===== src/rtl/traffic_conflict_monitor_if.sv =====
// Light-code / lamp-drive bundle between the traffic light controller,
// the conflict monitor and the lamp drivers.
// master: the controller side (drives light codes and operator clear).
// slave : the monitor (drives lamps and fault status).
interface traffic_conflict_monitor_if;
  logic [2:0] light_M1;
  logic [2:0] light_M2;
  logic [2:0] light_MT;
  logic [2:0] light_S;
  logic       fault_clr;
  logic [2:0] lamp_M1;
  logic [2:0] lamp_M2;
  logic [2:0] lamp_MT;
  logic [2:0] lamp_S;
  logic       fault;
  logic [1:0] fault_code;

  modport master (
    output light_M1, light_M2, light_MT, light_S, fault_clr,
    input  lamp_M1, lamp_M2, lamp_MT, lamp_S, fault, fault_code
  );

  modport slave (
    input  light_M1, light_M2, light_MT, light_S, fault_clr,
    output lamp_M1, lamp_M2, lamp_MT, lamp_S, fault, fault_code
  );
endinterface


===== src/rtl/traffic_conflict_monitor.sv =====
// Traffic light conflict monitor.
// Registers the controller's four light codes, rejects illegal encodings,
// conflicting right-of-way and (optionally) a stalled controller, and drives
// a flashing-red failsafe until an operator clear plus an all-red interval.
// Build option: define MONITOR_WDOG_EN to include the stalled-input watchdog
// (fault_code 3). Without it the watchdog logic is not built.
//
// state      | meaning
// -----------+------------------------------------------------------------
// ST_RUN     | legal patterns forwarded to lamps, violations filtered
// ST_FAULT   | fault latched, lamps flash red/off, waiting for operator clear
// ST_RECOVER | all-red interval before resuming RUN (also the reset state)
module traffic_conflict_monitor #(
  parameter int CONFLICT_FILT = 1,
  parameter int FLASH_HALF    = 4,
  parameter int ALLRED_CYC    = 3,
  parameter int WDOG_MAX      = 16
) (
  input logic                       clk,
  input logic                       rst,
  traffic_conflict_monitor_if.slave bus
);

  localparam logic [11:0] ALL_RED = {4{3'b100}};
  localparam int RW = $clog2(ALLRED_CYC);
  localparam int FW = $clog2(FLASH_HALF + 1);

  if (CONFLICT_FILT < 1 || CONFLICT_FILT > 15 || FLASH_HALF < 1 ||
      ALLRED_CYC < 2 || WDOG_MAX < 2) begin : g_param_check
    $error("traffic_conflict_monitor: parameter out of range");
  end

  typedef enum logic [1:0] {
    ST_RUN     = 2'd0,
    ST_FAULT   = 2'd1,
    ST_RECOVER = 2'd2
  } state_t;

  state_t          state_q, state_d;
  logic [11:0]     in_q, in_d;
  logic [11:0]     lamps_q, lamps_d;
  logic [RW-1:0]   rcnt_q, rcnt_d;
  logic [FW-1:0]   fcnt_q, fcnt_d;
  logic            phase_q, phase_d;
  logic [3:0]      filt_q, filt_d;
  logic            fault_q, fault_d;
  logic [1:0]      code_q, code_d;

  logic            v_enc, v_conf, v_wdog, legal;
  logic [1:0]      cause;

  // Field order inside the packed words: {M1, M2, MT, S}.
  assign in_d = {bus.light_M1, bus.light_M2, bus.light_MT, bus.light_S};

  function automatic logic onehot3(input logic [2:0] f);
    return (f == 3'b001) || (f == 3'b010) || (f == 3'b100);
  endfunction

  function automatic logic go3(input logic [2:0] f);
    return (f == 3'b001) || (f == 3'b010);
  endfunction

  // Legality checks on the registered pattern and cause priority enc > conf > wdog.
  always_comb begin
    v_enc  = !(onehot3(in_q[11:9]) && onehot3(in_q[8:6]) &&
               onehot3(in_q[5:3])  && onehot3(in_q[2:0]));
    v_conf = (go3(in_q[2:0]) && (go3(in_q[11:9]) || go3(in_q[8:6]) || go3(in_q[5:3]))) ||
             (go3(in_q[8:6]) && go3(in_q[5:3]));
    legal  = !v_enc && !v_conf;
    if (v_enc)       cause = 2'd1;
    else if (v_conf) cause = 2'd2;
    else if (v_wdog) cause = 2'd3;
    else             cause = 2'd0;
  end

`ifdef MONITOR_WDOG_EN
  localparam int HW = $clog2(WDOG_MAX + 1);
  logic [HW-1:0] hold_q, hold_d;

  // Hold counter register for the stalled-controller watchdog.
  always_ff @(posedge clk or negedge rst) begin
    if (!rst) hold_q <= '0;
    else      hold_q <= hold_d;
  end

  // Count consecutive RUN edges that leave the sampled pattern unchanged.
  always_comb begin
    hold_d = '0;
    if (state_q == ST_RUN && state_d == ST_RUN && in_d == in_q)
      hold_d = (hold_q == HW'(WDOG_MAX)) ? hold_q : hold_q + 1'b1;
  end

  assign v_wdog = (hold_q == HW'(WDOG_MAX));
`else
  assign v_wdog = 1'b0;
`endif

  // State and datapath registers.
  always_ff @(posedge clk or negedge rst) begin
    if (!rst) begin
      state_q <= ST_RECOVER;
      in_q    <= ALL_RED;
      lamps_q <= ALL_RED;
      rcnt_q  <= '0;
      fcnt_q  <= '0;
      phase_q <= 1'b1;
      filt_q  <= '0;
      fault_q <= 1'b0;
      code_q  <= 2'd0;
    end else begin
      state_q <= state_d;
      in_q    <= in_d;
      lamps_q <= lamps_d;
      rcnt_q  <= rcnt_d;
      fcnt_q  <= fcnt_d;
      phase_q <= phase_d;
      filt_q  <= filt_d;
      fault_q <= fault_d;
      code_q  <= code_d;
    end
  end

  // Next-state: filter, flash timing, clear handling and the all-red interval.
  always_comb begin
    state_d = state_q;
    rcnt_d  = '0;
    fcnt_d  = '0;
    phase_d = 1'b1;
    filt_d  = '0;
    case (state_q)
      ST_RUN: begin
        if (cause != 2'd0) begin
          if (filt_q == 4'(CONFLICT_FILT - 1)) state_d = ST_FAULT;
          else                                 filt_d  = filt_q + 1'b1;
        end
      end
      ST_FAULT: begin
        if (bus.fault_clr && legal) begin
          state_d = ST_RECOVER;
        end else if (fcnt_q == FW'(FLASH_HALF - 1)) begin
          phase_d = !phase_q;
        end else begin
          fcnt_d  = fcnt_q + 1'b1;
          phase_d = phase_q;
        end
      end
      ST_RECOVER: begin
        if (rcnt_q == RW'(ALLRED_CYC - 1)) state_d = legal ? ST_RUN : ST_FAULT;
        else                               rcnt_d  = rcnt_q + 1'b1;
      end
      default: state_d = ST_RECOVER;
    endcase
  end

  // Outputs for the coming cycle: lamp pattern, fault flag and latched cause.
  always_comb begin
    lamps_d = ALL_RED;
    fault_d = 1'b0;
    code_d  = 2'd0;
    case (state_d)
      ST_RUN: begin
        // A filtered violation freezes the last legal pattern on the lamps.
        lamps_d = (state_q == ST_RUN && cause != 2'd0) ? lamps_q : in_q;
      end
      ST_FAULT: begin
        fault_d = 1'b1;
        lamps_d = phase_d ? ALL_RED : 12'd0;
        code_d  = (state_q == ST_FAULT) ? code_q : cause;
      end
      default: ;
    endcase
  end

  assign bus.lamp_M1    = lamps_q[11:9];
  assign bus.lamp_M2    = lamps_q[8:6];
  assign bus.lamp_MT    = lamps_q[5:3];
  assign bus.lamp_S     = lamps_q[2:0];
  assign bus.fault      = fault_q;
  assign bus.fault_code = code_q;

endmodule


===== src/flat_wrapper.sv =====
// flat-port wrapper written by rule: the top's interface ports become plain ports
module traffic_conflict_monitor_flat 
#(
  parameter int CONFLICT_FILT = 1,
  parameter int FLASH_HALF    = 4,
  parameter int ALLRED_CYC    = 3,
  parameter int WDOG_MAX      = 16
)
  (clk, rst, bus_light_M1, bus_light_M2, bus_light_MT, bus_light_S, bus_fault_clr, bus_lamp_M1, bus_lamp_M2, bus_lamp_MT, bus_lamp_S, bus_fault, bus_fault_code);
  traffic_conflict_monitor_if bus_i ();
  input logic clk;
  input logic rst;
  input wire logic [$bits(bus_i.light_M1)-1:0] bus_light_M1;
  input wire logic [$bits(bus_i.light_M2)-1:0] bus_light_M2;
  input wire logic [$bits(bus_i.light_MT)-1:0] bus_light_MT;
  input wire logic [$bits(bus_i.light_S)-1:0] bus_light_S;
  input wire logic [$bits(bus_i.fault_clr)-1:0] bus_fault_clr;
  output wire logic [$bits(bus_i.lamp_M1)-1:0] bus_lamp_M1;
  output wire logic [$bits(bus_i.lamp_M2)-1:0] bus_lamp_M2;
  output wire logic [$bits(bus_i.lamp_MT)-1:0] bus_lamp_MT;
  output wire logic [$bits(bus_i.lamp_S)-1:0] bus_lamp_S;
  output wire logic [$bits(bus_i.fault)-1:0] bus_fault;
  output wire logic [$bits(bus_i.fault_code)-1:0] bus_fault_code;
  assign bus_i.light_M1 = bus_light_M1;
  assign bus_i.light_M2 = bus_light_M2;
  assign bus_i.light_MT = bus_light_MT;
  assign bus_i.light_S = bus_light_S;
  assign bus_i.fault_clr = bus_fault_clr;
  assign bus_lamp_M1 = bus_i.lamp_M1;
  assign bus_lamp_M2 = bus_i.lamp_M2;
  assign bus_lamp_MT = bus_i.lamp_MT;
  assign bus_lamp_S = bus_i.lamp_S;
  assign bus_fault = bus_i.fault;
  assign bus_fault_code = bus_i.fault_code;
  traffic_conflict_monitor #(.CONFLICT_FILT(CONFLICT_FILT), .FLASH_HALF(FLASH_HALF), .ALLRED_CYC(ALLRED_CYC), .WDOG_MAX(WDOG_MAX)) u_core (.clk(clk), .rst(rst), .bus(bus_i));
endmodule

===== config.mk =====
export PLATFORM = sky130hd
export DESIGN_NAME = traffic_conflict_monitor_flat
export DESIGN_NICKNAME = d
export VERILOG_FILES = /design/src/rtl/traffic_conflict_monitor_if.sv /design/src/rtl/traffic_conflict_monitor.sv /design/src/flat_wrapper.sv
export SDC_FILE = /design/constraint.sdc
export NUM_CORES = 1
export LEC_CHECK = 0
export CAP_MARGIN = 5
export CORE_MARGIN = 2
export CORE_UTILIZATION = 40
export CTS_BUF_LIST = sky130_fd_sc_hd__clkbuf_16
export CTS_CLUSTER_DIAMETER = 50
export DETAILED_ROUTE_END_ITERATION = 8
export GPL_ROUTABILITY_DRIVEN = 0
export PLACE_DENSITY = 0.65
export SYNTH_ARGS = -nofsm -noshare
export SYNTH_HDL_FRONTEND = slang
export SYNTH_SLANG_ARGS = --single-unit
export TNS_END_PERCENT = 20

===== constraint.sdc =====
create_clock -name clk -period 2.1 [get_ports clk]
set_clock_uncertainty 0.2 [all_clocks]
set_input_delay 0.42 -clock clk [delete_from_list [all_inputs] [get_ports clk]]
set_output_delay 0.42 -clock clk [all_outputs]
set_load 0.05 [all_outputs]

==> results of run 1 <==
## logic make-up after synthesis
group | after synthesis | synth area share, %
AOI/OAI and AO/OA | 25 | 12.23
xor gates and xnor gates | 9 | 4.670
adders and majority gates | 3 | 2.224
buffers and inverters | 15 | 3.855
DFF | 39 | 58.56
muxes | 8 | 4.744
and+or+nand+nor | 41 | 13.71
## routing by layer
layer | share of wire, % | vias up | wire, um | GRT usage (%)
met5 | 0 | - | 0 | 0
met4 | 2.0 | 0 | 72 | 8.578
met3 | 3.6 | 5 | 133 | 5.032
met2 | 54 | 28 | 1976 | 30.77
met1 | 41 | 617 | 1490 | 20.06
li1 | - | 608 | - | -
## path summary, 6_finish.rpt
path	endpoint	slack (ps)	depth (start not counted)
max	u_core.lamps_q[8]	-200	6
min	u_core.bus.fault	-7	2
max reg2reg	u_core.lamps_q[8]	-200	6
min reg2reg	u_core.rcnt_q[0]	270	1
max in group asynchronous	u_core.in_q[6]	1350	2
min in group clk	u_core.rcnt_q[0]	270	1
## flip-flops by register name (all words and copies together), names as in the netlist
signal and count:
u_core.state_q 2, u_core.fcnt_q 3, u_core.lamps_q 12, u_core.in_q 12
u_core.phase_q 1, u_core.rcnt_q 2, u_core.filt_q 4, u_core.bus.fault_code 2
u_core.bus.fault 1
## power breakdown
group | switching [W] | total (W) | internal [W]
clock | 0.000274 | 0.000701 | 0.000427
combinational | 0.000653 | 0.00110 | 0.000443
sequential | 0.000105 | 0.00103 | 0.000927
total | 0.00103 | 0.00283 | 0.00180
## worst max-delay path: stages, from the launching register on
cell	delay (ps)
dfstp_2	550
or3_1	110
nand4_1	100
or4_4	550
o311a_2	410
a21oi_1	150
o22a_1	150
## what timing repair did
action                     CTS  global route
pin swaps                   19             1
setup endpoints to repair   24            24
resized for setup           15             2
buffers inserted             4             1
## per-stage QoR
step | setup WS [ps] | area (sq um)
2_1_floorplan | -191.1 | 1688
3_3_place_gp | -228.3 | 2162
3_5_place_dp | -294.8 | 2162
4_1_cts | -207.4 | 2377
5_1_grt | -272.7 | 2394
6_report | -195.2 | 2394
## cells in the final DEF (no fill, tap or decap), drive strengths merged, types with 6 or more instances in the layout
cell and instances:
buf 45, dfrtp 29, nor2 21, inv 14, clkdlybuf4s50 13, dfstp 10, mux2i 8, xor2 7
a21oi 6
## final cells by class
| cell class | instances | area share [%] |
|---|---|---|
| Clock buffer | 5 | 5.227 |
| Clock inverter | 3 | 0.4705 |
| Inverter | 13 | 2.039 |
| Multi-Input combinational cell | 86 | 28.18 |
| Sequential cell | 39 | 41.40 |
| Tap cell | 50 | 2.614 |
| Timing Repair Buffer | 58 | 20.07 |
==> impl_metrics.prom, run 1 <==
# TYPE chip_impl_metric gauge
chip_impl_metric{name="synth.lib_cells_used.distinct",unit=""} 36
chip_impl_metric{name="die_h",unit="um"} 68.96
chip_impl_metric{name="fillers",unit=""} 333
chip_impl_metric{name="max-clock-path-buffers",unit=""} 2
chip_impl_metric{name="report.final.hold_viol_count",unit=""} 28
chip_impl_info{name="most_common_cell_in_the_netlist",value="dfrtp_1"} 1
chip_impl_metric{name="num_io_pins",unit=""} 30
chip_impl_info{name="start_kind",value="flip-flop"} 1
chip_impl_metric{name="detail_route.wl_per_cell",unit="um"} 14.46
chip_impl_info{name="crit_start",value="u_core.in_q[5]"} 1
chip_impl_info{name="grt_setup_unrepaired",value="true"} 1
chip_impl_metric{name="vias",unit=""} 1258
chip_impl_metric{name="grt_pass1_vias",unit=""} 1269
chip_impl_metric{name="global_route.overflow_total",unit=""} 0
chip_impl_metric{name="count_of_flip_flops_with_a_built_in_enable_after_synthesis",unit=""} 0
chip_impl_metric{name="post_layout_net_count",unit=""} 221
chip_impl_metric{name="mappedNetlistNets",unit=""} 158
chip_impl_metric{name="post_layout_nonfiller_instances",unit=""} 254
chip_impl_metric{name="place.port_buffers",unit=""} 29
chip_impl_metric{name="yosys_warnings",unit=""} 0
chip_impl_metric{name="period_share",unit="%"} 109.3
chip_impl_metric{name="num_antenna_cells",unit=""} 0
chip_impl_metric{name="p_leak",unit="nW"} 1.126
chip_impl_metric{name="worstMarginPinSlew",unit="ps"} 508.6
chip_impl_metric{name="largest_net_degree_at_the_start_of_global_routing",unit=""} 40
chip_impl_metric{name="die_width",unit="um"} 68.96
chip_impl_metric{name="postRouteAntennaNets",unit=""} 0
chip_impl_metric{name="maxClockFrequency",unit="MHz"} 435.7
chip_impl_info{name="timing.setup.critical_path_class",value="flip-flop to flip-flop"} 1
chip_impl_metric{name="hpwl_reported_at_the_end_of_detailed_placement",unit="um"} 2647
chip_impl_metric{name="max_cap_violations",unit=""} 0
chip_impl_metric{name="fin_ws",unit="ps"} -195.2
chip_impl_metric{name="relSlewSlack",unit="%"} 65.73
chip_impl_metric{name="critPathArrivalTime",unit="ps"} 2320
chip_impl_metric{name="finalCriticalPeriod",unit="ps"} 2295
chip_impl_metric{name="clock_insertion_delay_worst_skew",unit="ps"} 280
chip_impl_metric{name="clkSinkCount",unit=""} 39
chip_impl_metric{name="yosysTopAreaCellShare",unit="%"} 42.99
chip_impl_metric{name="placedCellCount",unit=""} 241
chip_impl_info{name="tritoncts",value="built"} 1
chip_impl_metric{name="cts-buffers-inserted",unit=""} 5
chip_impl_metric{name="multi_input_comb_area",unit="sq um"} 674.4
chip_impl_metric{name="path_clk_slew",unit="ps"} 60
chip_impl_metric{name="gr-usage-all-layers",unit="%"} 17.77
chip_impl_metric{name="final_util",unit="%"} 59.41
chip_impl_metric{name="drive_above_1_share",unit="%"} 37.25
chip_impl_metric{name="synthArstFlopShare",unit="%"} 100.0
chip_impl_info{name="worstSetupEndpointType",value="flip-flop"} 1
chip_impl_info{name="root_buffer",value="clkbuf_16"} 1
chip_impl_metric{name="postRouteWirelength",unit="um"} 3672
chip_impl_metric{name="fin_hold_ws",unit="ps"} -6.807
chip_impl_info{name="crit-reg2reg-launch",value="u_core.in_q[5]"} 1
chip_impl_metric{name="regArea",unit="sq um"} 991.0
chip_impl_metric{name="starting_density_of_the_core",unit="%"} 41.89
chip_impl_metric{name="die_area",unit="sq um"} 4755
chip_impl_metric{name="syn_to_final_growth",unit="%"} 41.81
chip_impl_metric{name="postSynthCellCount",unit=""} 140
chip_impl_metric{name="vdd.ir_drop.worst",unit="mV"} 0.6303
chip_impl_metric{name="power-per-cell-area",unit="nW/um^2"} 1182
chip_impl_info{name="outcome",value="finished with violations"} 1
chip_impl_metric{name="antenna_found_initial",unit=""} 0
chip_impl_metric{name="crit_required",unit="ps"} 2120
chip_impl_metric{name="synth_seq_cells",unit=""} 39
chip_impl_metric{name="via_per_inst",unit=""} 4.953
chip_impl_metric{name="timing.final.setup_violations",unit=""} 23
chip_impl_metric{name="grt_first_pass_wirelength",unit="um"} 5913
chip_impl_info{name="synthDominantAreaCellType",value="dfrtp_1"} 1
chip_impl_metric{name="drt_first_iter_violations",unit=""} 49
chip_impl_info{name="dominant_synthesized_flop_cell",value="dfrtp_1"} 1
chip_impl_metric{name="ctsHoldBuffers",unit=""} 0
chip_impl_metric{name="dr.pass1.iters",unit=""} 5
chip_impl_metric{name="worstPathMaxFanout",unit=""} 5
chip_impl_info{name="synth_area_leaders",value="dfrtp_1 (43%), dfstp_2 (16%), mux2i_1 (4.7%)"} 1
chip_impl_metric{name="final_max_slew_viol_count",unit=""} 0
chip_impl_metric{name="placementRows",unit=""} 23
chip_impl_metric{name="totalNegativeSetupSlack",unit="ps"} -3577
chip_impl_metric{name="ctsHtreeMaxLevel",unit=""} 2
chip_impl_metric{name="yosysSeqAreaShare",unit="%"} 58.56
chip_impl_metric{name="synth.cell_area",unit="sq um"} 1688
chip_impl_metric{name="power.total",unit="W"} 0.002828
chip_impl_metric{name="drc_errors",unit=""} 0
chip_impl_info{name="holdCritPathClass",value="input port to async pin"} 1
chip_impl_metric{name="synth_area_per_cell",unit="sq um"} 12.06
chip_impl_metric{name="placeableCoreArea",unit="sq um"} 4029
chip_impl_info{name="violations",value="negative hold slack, negative setup slack"} 1
chip_impl_info{name="most_frequent_cells_after_synthesis",value="dfrtp_1 (29), nor2_1 (21), inv_1 (13)"} 1
Note: power is estimated with default switching activity, not from simulation.
==> inputs of run 2 (changes only) <==
--- a/config.mk
+++ b/config.mk
@@ -5,14 +5,15 @@
 export SDC_FILE = /design/constraint.sdc
 export NUM_CORES = 1
 export LEC_CHECK = 0
-export CAP_MARGIN = 5
+export ABC_AREA = 1
+export CAP_MARGIN = 20
 export CORE_MARGIN = 2
 export CORE_UTILIZATION = 40
 export CTS_BUF_LIST = sky130_fd_sc_hd__clkbuf_16
 export CTS_CLUSTER_DIAMETER = 50
 export DETAILED_ROUTE_END_ITERATION = 8
 export GPL_ROUTABILITY_DRIVEN = 0
-export PLACE_DENSITY = 0.65
+export PLACE_DENSITY = 0.64
 export SYNTH_ARGS = -nofsm -noshare
 export SYNTH_HDL_FRONTEND = slang
 export SYNTH_SLANG_ARGS = --single-unit
==> impl_metrics.prom, run 2 <==
# TYPE chip_impl_metric gauge
chip_impl_metric{name="largest_net_degree_at_the_start_of_global_routing",unit=""} 23
chip_impl_metric{name="drive_above_1_share",unit="%"} 35.37
chip_impl_metric{name="count_of_flip_flops_with_a_built_in_enable_after_synthesis",unit=""} 0
chip_impl_info{name="tritoncts",value="built"} 1
chip_impl_metric{name="totalNegativeSetupSlack",unit="ps"} 0
chip_impl_metric{name="crit_required",unit="ps"} 2110
chip_impl_metric{name="placeableCoreArea",unit="sq um"} 4692
chip_impl_info{name="path_delay_family",value="simple AND/OR/NAND/NOR gates"} 1
chip_impl_metric{name="synth_area_per_cell",unit="sq um"} 10.09
chip_impl_metric{name="global_route.overflow_total",unit=""} 0
chip_impl_metric{name="die_area",unit="sq um"} 5415
chip_impl_info{name="most_common_cell_in_the_netlist",value="nand2_1"} 1
chip_impl_metric{name="gr-usage-all-layers",unit="%"} 15.12
chip_impl_metric{name="vias",unit=""} 1312
chip_impl_metric{name="antenna_found_initial",unit=""} 0
chip_impl_metric{name="grt_pass1_vias",unit=""} 1318
chip_impl_metric{name="post_layout_net_count",unit=""} 246
chip_impl_info{name="layout_common_cells",value="nand2_1 (33), dfrtp_1 (29), inv_1 (22)"} 1
chip_impl_metric{name="postSynthCellCount",unit=""} 192
chip_impl_metric{name="clock_insertion_delay_worst_skew",unit="ps"} 280
chip_impl_metric{name="syn_to_final_growth",unit="%"} 24.10
chip_impl_metric{name="power-per-cell-area",unit="nW/um^2"} 1215
chip_impl_info{name="grt_setup_unrepaired",value="false"} 1
chip_impl_info{name="timing.setup.critical_path_class",value="flip-flop to flip-flop"} 1
chip_impl_metric{name="placementRows",unit=""} 25
chip_impl_info{name="outcome",value="complete, no violations"} 1
chip_impl_metric{name="max_cap_violations",unit=""} 0
chip_impl_info{name="worst_path_most_repeated_cell",value="nand2_4"} 1
chip_impl_metric{name="starting_density_of_the_core",unit="%"} 41.28
chip_impl_metric{name="report.final.hold_viol_count",unit=""} 0
chip_impl_info{name="most_frequent_cells_after_synthesis",value="nand2_1 (33), dfrtp_1 (29), inv_1 (21), nor2_1 (21), nand3_1 (13)"} 1
chip_impl_info{name="synth_area_leaders",value="dfrtp_1 (37%), dfstp_2 (14%), nand2_1 (6.4%)"} 1
chip_impl_metric{name="p_leak",unit="nW"} 1.174
chip_impl_metric{name="path_clk_slew",unit="ps"} 50
chip_impl_metric{name="relSlewSlack",unit="%"} 68.48
chip_impl_metric{name="post-place-ws",unit="ps"} 192.7
chip_impl_metric{name="place.port_buffers",unit=""} 29
chip_impl_metric{name="detail_route.wl_per_cell",unit="um"} 12.55
chip_impl_metric{name="postRouteWirelength",unit="um"} 3551
chip_impl_metric{name="critPathArrivalTime",unit="ps"} 1910
chip_impl_metric{name="finalCriticalPeriod",unit="ps"} 1897
chip_impl_metric{name="synth_seq_cells",unit=""} 39
chip_impl_metric{name="num_io_pins",unit=""} 30
chip_impl_metric{name="ctsHtreeMaxLevel",unit=""} 2
chip_impl_metric{name="drc_errors",unit=""} 0
chip_impl_metric{name="via_per_inst",unit=""} 4.636
chip_impl_metric{name="yosys_warnings",unit=""} 0
chip_impl_metric{name="num_antenna_cells",unit=""} 0
chip_impl_metric{name="die_h",unit="um"} 73.59
chip_impl_metric{name="hpwl_reported_at_the_end_of_detailed_placement",unit="um"} 2639
chip_impl_metric{name="fin_ws",unit="ps"} 203.4
chip_impl_metric{name="max_stage_delay",unit="ps"} 560
chip_impl_metric{name="synth.cell_area",unit="sq um"} 1937
chip_impl_info{name="final_common_cell",value="nand2_1"} 1
chip_impl_info{name="dominant_synthesized_flop_cell",value="dfrtp_1"} 1
chip_impl_metric{name="period_share",unit="%"} 90.31
chip_impl_metric{name="postRouteAntennaNets",unit=""} 0
chip_impl_info{name="critical_path_cell_with_the_highest_stage_delay",value="dfstp_2"} 1
chip_impl_metric{name="yosysSeqAreaShare",unit="%"} 51.03
chip_impl_metric{name="synthArstFlopShare",unit="%"} 100.0
chip_impl_metric{name="clkSinkCount",unit=""} 39
chip_impl_metric{name="drt_first_iter_violations",unit=""} 30
chip_impl_info{name="start_kind",value="flip-flop"} 1
chip_impl_metric{name="yosysTopAreaCellShare",unit="%"} 37.47
chip_impl_metric{name="die_width",unit="um"} 73.59
chip_impl_metric{name="r2r_slack",unit="ps"} 200
chip_impl_metric{name="worstPathMaxFanout",unit=""} 12
chip_impl_metric{name="max-clock-path-buffers",unit=""} 2
chip_impl_info{name="crit_chain",value="inv_1 -> nand2_1 -> nor2_1 -> nand2_1 -> nand2_1 -> nand2_4 -> nand2_8 -> nand2_4 -> nand3_4 -> nand2_4 -> nand2_4 -> nor2_1 -> nor2_1"} 1
chip_impl_metric{name="timing.final.setup_violations",unit=""} 0
chip_impl_info{name="worstSetupEndpointType",value="flip-flop"} 1
chip_impl_metric{name="vdd.ir_drop.worst",unit="mV"} 0.4258
chip_impl_metric{name="synth.lib_cells_used.distinct",unit=""} 27
chip_impl_metric{name="cts-buffers-inserted",unit=""} 5
chip_impl_metric{name="maxClockFrequency",unit="MHz"} 527.3
chip_impl_info{name="synthDominantAreaCellType",value="dfrtp_1"} 1
chip_impl_metric{name="worstMarginPinSlew",unit="ps"} 471.0
chip_impl_info{name="root_buffer",value="clkbuf_16"} 1
chip_impl_metric{name="worstPathBufferInverterCount",unit=""} 1
chip_impl_metric{name="mappedNetlistNets",unit=""} 210
chip_impl_info{name="holdCritPathClass",value="flip-flop to flip-flop"} 1
chip_impl_metric{name="dr.pass1.iters",unit=""} 4
chip_impl_metric{name="final_max_slew_viol_count",unit=""} 0
chip_impl_info{name="largestRegisters",value="u_core.in_q: 12 flops, u_core.lamps_q: 12 flops, u_core.filt_q: 4 flops"} 1
chip_impl_metric{name="grt_first_pass_wirelength",unit="um"} 6099
[run 2: cell count changes in the layout (fill, tap and decap cells not counted), moves of 5 or more]
cell,change
a21oi_1,-6
nand2_2,+8
inv_1,+8
inv_2,+5
a21oi_2,+8
nand2_1,+31
nand2_4,+7
mux2i_1,-8
nand3_1,+12
buf_4,-24
[run 2: stage by stage]
step                      total power [W]  hold WS (ps)  util [%]  std cells  area, sq um
after floorplan                  0.001903        -75.59         -        192         1937
after global routing             0.003100         267.7     51.23        283         2404
final                            0.002920         234.7     51.23        283         2404
after global placement           0.002199         182.7     47.68        274         2237
after detailed placement         0.002215         190.9     47.68        274         2237
after CTS                        0.002952         239.4     50.93        283         2390
[run 2: power by group]
part           total, W  switching (W)  internal, W
Combinational   0.00117       0.000804     0.000363
Sequential      0.00103      0.0000906     0.000941
Clock          0.000721       0.000286     0.000435
Total           0.00292        0.00118      0.00174
[run 2: cell type report]
type                       count  area [sq um]
sequential                    39         988.4
inverter                      27         103.9
timing repair buffer          32         285.3
fill                         450          2288
clock buffer                   5         125.1
tap                           54         67.56
multi-input combinational    123         815.8
clock inverter                 3         17.52
[run 2: final timing paths]
kind | start | end | depth (start not counted)
setup / recovery | u_core.in_q[8] | u_core.lamps_q[8] | 13
hold / removal | u_core.rcnt_q[0] | u_core.rcnt_q[0] | 1
setup reg to reg | u_core.in_q[8] | u_core.lamps_q[8] | 13
hold reg to reg | u_core.rcnt_q[0] | u_core.rcnt_q[0] | 1
max in group asynchronous | rst | u_core.in_q[5] | 3
min in group asynchronous | rst | u_core.filt_q[2] | 2
[run 2: worst register-to-register path: stages, from the launching register on]
cell and delay [ps]:
dfstp_2 560, inv_1 70, nand2_1 70, nor2_1 40, nand2_1 60, nand2_1 80, nand2_4 110, nand2_8 110
nand2_4 140, nand3_4 120, nand2_4 80, nand2_4 50, nor2_1 100, nor2_1 50
[run 2: repair_timing]
item                                    CTS  global route
buffers inserted                          0             0
hold endpoints to repair                 11             0
gates resized for setup                   0             2
hold buffers                              1             0
endpoints found under the setup margin    0             4
[run 2: kinds of logic (layout without fill, tap and decap cells)]
logic type               count (synthesis)  after routing  synth area share (%)
buffers and inverters                   30             67                 7.559
AO/OA/AOI/OAI                           10             10                 4.264
XOR/XNOR                                 3              3                 1.357
AND/OR/NAND/NOR                        107            107                 33.85
flip-flops                              39             39                 51.03
adder cells (fa/ha/maj)                  3              3                 1.938
[run 2: layer usage]
| metal | track usage, % | share of wire (%) | vias up |
|---|---|---|---|
| met5 | 0 | 0 | - |
| met4 | 5.657 | 1.9 | 0 |
| met3 | 4.115 | 3.6 | 7 |
| met2 | 23.61 | 48 | 25 |
| met1 | 20.05 | 47 | 603 |
| li1 | - | - | 677 |
